<file path="config.mk">
export PLATFORM = sky130hd
export DESIGN_NAME = lut_neuron_cfg_loader
export DESIGN_NICKNAME = d
export VERILOG_FILES = /design/src/rtl/lut_neuron_cfg_loader.sv
export SDC_FILE = /design/constraint.sdc
export NUM_CORES = 1
export LEC_CHECK = 0
export BUFFER_PORTS_ARGS = -buffer_cell sky130_fd_sc_hd__buf_2
export CAP_MARGIN = 20
export CORE_MARGIN = 3
export CORE_UTILIZATION = 55
export DETAILED_ROUTE_END_ITERATION = 6
export GPL_TIMING_DRIVEN = 0
export PLACE_DENSITY = 0.82
export SKIP_LAST_GASP = 1
export SLEW_MARGIN = 20
export SYNTH_ARGS = -nofsm -noshare
export SYNTH_HDL_FRONTEND = slang
export SYNTH_SLANG_ARGS = --single-unit
</file>
<file path="constraint.sdc">
create_clock -name clk -period 2.6 [get_ports clk]
set_input_delay 0.52 -clock clk [delete_from_list [all_inputs] [get_ports clk]]
set_output_delay 0.52 -clock clk [all_outputs]
set_load 0.01 [all_outputs]
</file>
<file path="src/rtl/lut_neuron_cfg_loader.sv">
// Runtime-loadable truth-table neuron: streams a table in over cfg_*,
// then serves registered lookups table[in_data] on in_*/out_*.
//   clk, rst           : clock, async active-high reset
//   cfg_start          : pulse, begin (re)load of the whole table
//   cfg_valid/cfg_data : config beat; cfg_ready high only while loading
//   cfg_done, cfg_err  : pulses, last beat taken / restart during load
//   table_ready        : table armed, lookups served
//   in_valid/in_data   : lookup request (index)
//   out_valid/out_data : lookup result, one cycle later
module lut_neuron_cfg_loader #(
    parameter int IN_BITS  = 6,
    parameter int OUT_BITS = 1,
    parameter int CFG_W    = 8
) (
    input  logic                clk,
    input  logic                rst,
    input  logic                cfg_start,
    input  logic                cfg_valid,
    input  logic [CFG_W-1:0]    cfg_data,
    output logic                cfg_ready,
    output logic                cfg_done,
    output logic                cfg_err,
    output logic                table_ready,
    input  logic                in_valid,
    input  logic [IN_BITS-1:0]  in_data,
    output logic                out_valid,
    output logic [OUT_BITS-1:0] out_data
);

    localparam int DEPTH  = 2 ** IN_BITS;
    localparam int TBITS  = DEPTH * OUT_BITS;
    localparam int NBEATS = (TBITS + CFG_W - 1) / CFG_W;
    localparam int CW     = $clog2(NBEATS + 1);
    localparam logic [CW-1:0] LAST = CW'(NBEATS - 1);

    typedef enum logic [1:0] {
        IDLE,
        LOAD,
        ARMED
    } state_t;

    state_t          state;
    state_t          state_n;
    logic [CW-1:0]   cnt;
    logic [CW-1:0]   cnt_n;
    logic            done_n;
    logic            err_n;
    logic            accept;
    logic            lookup;
    logic [TBITS-1:0] tbl;
    logic [DEPTH-1:0][OUT_BITS-1:0] entries;

    assign cfg_ready   = (state == LOAD);
    assign table_ready = (state == ARMED);
    // A restart in the same cycle as a beat wins; the beat is dropped.
    assign accept      = cfg_valid & cfg_ready & ~cfg_start;
    assign lookup      = in_valid & table_ready;
    assign entries     = tbl;

    always_ff @(posedge clk or posedge rst) begin
        if (rst) begin
            state    <= IDLE;
            cnt      <= '0;
            cfg_done <= 1'b0;
            cfg_err  <= 1'b0;
        end else begin
            state    <= state_n;
            cnt      <= cnt_n;
            cfg_done <= done_n;
            cfg_err  <= err_n;
        end
    end

    always_comb begin
        state_n = state;
        cnt_n   = cnt;
        done_n  = 1'b0;
        err_n   = 1'b0;
        unique case (state)
            IDLE: begin
                if (cfg_start) begin
                    state_n = LOAD;
                    cnt_n   = '0;
                end
            end
            LOAD: begin
                if (cfg_start) begin
                    err_n = 1'b1;
                    cnt_n = '0;
                end else if (accept) begin
                    cnt_n = cnt + 1'b1;
                    if (cnt == LAST) begin
                        done_n  = 1'b1;
                        state_n = ARMED;
                    end
                end
            end
            ARMED: begin
                if (cfg_start) begin
                    state_n = LOAD;
                    cnt_n   = '0;
                end
            end
            default: begin
                state_n = IDLE;
                cnt_n   = '0;
            end
        endcase
    end

    // Each table bit knows statically which beat and lane feed it, so
    // padding bits of the final beat simply have no destination.
    always_ff @(posedge clk or posedge rst) begin
        if (rst) begin
            tbl <= '0;
        end else if (accept) begin
            for (int b = 0; b < TBITS; b++) begin
                if (cnt == CW'(b / CFG_W)) begin
                    tbl[b] <= cfg_data[b % CFG_W];
                end
            end
        end
    end

    always_ff @(posedge clk or posedge rst) begin
        if (rst) begin
            out_valid <= 1'b0;
            out_data  <= '0;
        end else begin
            out_valid <= lookup;
            if (lookup) begin
                out_data <= entries[in_data];
            end
        end
    end

endmodule

</file>
==> results.md <==
* Normalized max-slew margin at roughly two thirds
* Average size of a mapped cell at around 15 um2
* Ant. Diodes at 0
* Share of cells above drive strength 1 at 45.4%
* RePlAce Congestion at 0.817
* Largest cells by area after synthesis: dfrtp_1 (53%), mux2_2 (20%), mux4_2 (9.7%), mux2i_1 (2.0%), mux2_1 (1.6%)
* Global-route wire length before repair at 11,500 um
* Initial Util at 57.7%
* Die H at about 85 um
* Gr ovfl total at 0
* GRT busiest layer: met2
* Clock transition at path regs at ~0.08 ns
* Antenna viol nets, final at 0
* Largest net degree at the start of global routing at 39
* Utilization after layout at roughly two thirds
* Worst hold path class: primary input to asynchronous set/reset pin
* Final Hold Vio Count at 0
* Boundary Pins at 25
* Clock Path Buffers at 2
* CP max stage delay at between 0.4 and 0.5 ns
* CP Data Required Time at 2.83 ns
* Routed length per instance at just under 20 um
* Post-DP HPWL at 4630 um
* Commonest non-fill, non-tap cells in the layout: dfrtp_1 (74), mux2_2 (61), buf_2 (22)
* Slew Viols, Final at 0
* Via density per instance at ~6
* Area share of fa/ha/maj cells after synthesis at 1.44%
* Setup bufs post-CTS at 0
* CTS tree: done
* Post-Synthesis Cells at 234
* Setup violators final at 0
* Area growth syn-to-layout at 13.2%
* Nets at around 290
* Peak supply drop at about 430 uV
* Port Buffers at 18
* H-tree Lvls at 3
* DR vias at between 2,000 and 2,500
* Die width at around 85 um
* Seq/Total Area, Yosys at around 53%
* Number of iterations in the first detailed-routing pass at 4
* Total of max-cap violations at 0
* Yosys top cell by area: dfrtp_1
* Initial antenna violation count at 0
* Outcome: completed
* DRC at 0
* Worst-path cell with the longest stage delay: dfrtp_1
* Max FO, Critical Path at 8
* Met1 Use GR at between 20% and 30%
* Max Fclk at between 0.4 and 0.5 GHz
* Die footprint at approximately 7300 um2
* Unrepaired setup endpoints after global routing: no
* Min Tclk post-route at approximately 2.1 ns
* Simple-Gate Fraction of Synth Area at under 10%
* Flops & latches, synth at 74
* Vias in the first global route at around 2,300
* Commonest non-fill, non-tap cell in the layout: dfrtp_1
* Fin Clk Skew at 0.00990 ns
* Worst skew pair latency at between 0.3 and 0.4 ns
* Setup TNS Final at 0 ns
* Final period util at between 70 and 80%
* Proportion of synthesized area in mux cells at about a third
* PD cells at roughly 720 nW/um2
* Num CTS Buffers at 9
* Startpoint Class: flop
* Cell Area, Synth at about 3500 um2
* Core Area at ~6000 um2
* Post-CTS Hold Fix Bufs at 0
* Crit path cell chain: nand2b_1 > nor4_2 > nand2_1 > mux2_2
* Share of the synthesized area in the top cell type at 53.3%
* Clk sink count at 74
* Grt met2 use at 34.1%
* Post_cts resized at 0
* Yosys warns at 0
* Leakage at between 1.5 and 2 nW
* Root Buffer: clkbuf_8
* XOR/XNOR Fraction of Synth Area at 0%
* Critical path capture point type: flop
* Synth Area in Compound Gates at 3.38%
* Crit path kind: flop to flop
* Routed WL at roughly 6700 um
* Initial DRC count at 110
* Largest family of logic cells by synthesized area: multiplexers
* Critical Path AT at roughly 2.3 ns
* Least-Margin Pin Slew at just under 0.5 ns
* Mapped Nets at about 260
* Synth unique cells at 34
* Met3 usage at 3.69%
* Row Count at 28
* Total GRT Usage at between 20% and 30%
[routing by layer]
layer  vias up  wire [um]
met5         -          0
met4         0        116
met3        10        231
met2        42       3340
met1      1088       3030
li1        929          -
[kinds of logic after synthesis]
group	after synthesis
adders and majority gates	4
buffers and inverters	16
DFF	74
AOI/OAI and AO/OA	16
and+or+nand+nor	35
muxes	89
[worst max-delay path: cells and delay by family, from the launching register on]
kind | cells | cell delay (ns)
simple gates | 3 | 1.11
flops | 1 | 0.46
mux | 1 | 0.39
[worst paths after layout]
kind / cells after the start / start / slack, ns / endpoint
worst max register to register: 4 / state[1] / 0.53 / entries[24]
worst max-delay path: 4 / state[1] / 0.53 / entries[24]
min in group clk: 2 / in_data[3] / 0.39 / out_data
max in group asynchronous: 3 / rst / 1.84 / entries[63]
worst min register to register: 1 / entries[23] / 0.50 / entries[23]
worst min-delay path: 2 / rst / 0.20 / entries[21]
[state kept, by name, summed over array words and instances (netlist names)]
register,cells
state,2
entries,64
out_data,1
cfg_err,1
cfg_done,1
out_valid,1
cnt,4
[report_power, final]
| group | switching, W | leakage, nW | internal, W | total (W) |
|---|---|---|---|---|
| Combinational | 0.000143 | 0.786 | 0.000204 | 0.000347 |
| Clock | 0.000416 | 0.129 | 0.000687 | 0.00110 |
| Sequential | 0.0000763 | 0.978 | 0.00129 | 0.00137 |
[layout make-up]
cell class              instances  area, um2
clock buffers                  11        151
multi-input cells             144       1540
well taps                      75       93.8
repair buffers                 19        110
flip-flops and latches         74       1850
clock inverters                 5        100
plain buffers                   8       57.6
inverters                       8       32.5
fillers                       449       2090
[cells in the mapped netlist (all sizes together)]
| library cell | n |
|---|---|
| mux2 | 66 |
| ha | 4 |
| nand4b | 1 |
| and2 | 1 |
| a21oi | 8 |
| mux4 | 16 |
| nor4 | 2 |
| a311oi | 1 |
| nor4b | 1 |
| inv | 8 |
| nor4bb | 1 |
| nand2b | 3 |
| clkbuf | 1 |
| nor2b | 1 |
| nor3 | 2 |
| mux2i | 7 |
| a41oi | 1 |
| a211oi | 1 |
| buf | 7 |
| a31oi | 1 |
| o32ai | 1 |
| o21ai | 2 |
| or4 | 1 |
| dfrtp | 74 |
| a2111oi | 1 |
| nand2 | 14 |
| nor2 | 5 |
| nand3 | 2 |
| nor3b | 1 |
[stage by stage]
stage / total power [W] / instances / area, um2 / worst slack, ns / hold slack, ns
floorplan: 0.00163 / 234 / 3470 / 0.198 / 0.459
global placement: 0.00170 / 327 / 3660 / -0.601 / 0.469
detailed placement: 0.00173 / 328 / 3680 / 0.287 / 0.484
CTS: 0.00284 / 344 / 3930 / 0.552 / 0.206
global route: 0.00293 / 344 / 3930 / 0.417 / 0.233
finish: 0.00282 / 344 / 3930 / 0.533 / 0.201
(Power assumes the default switching activity.)
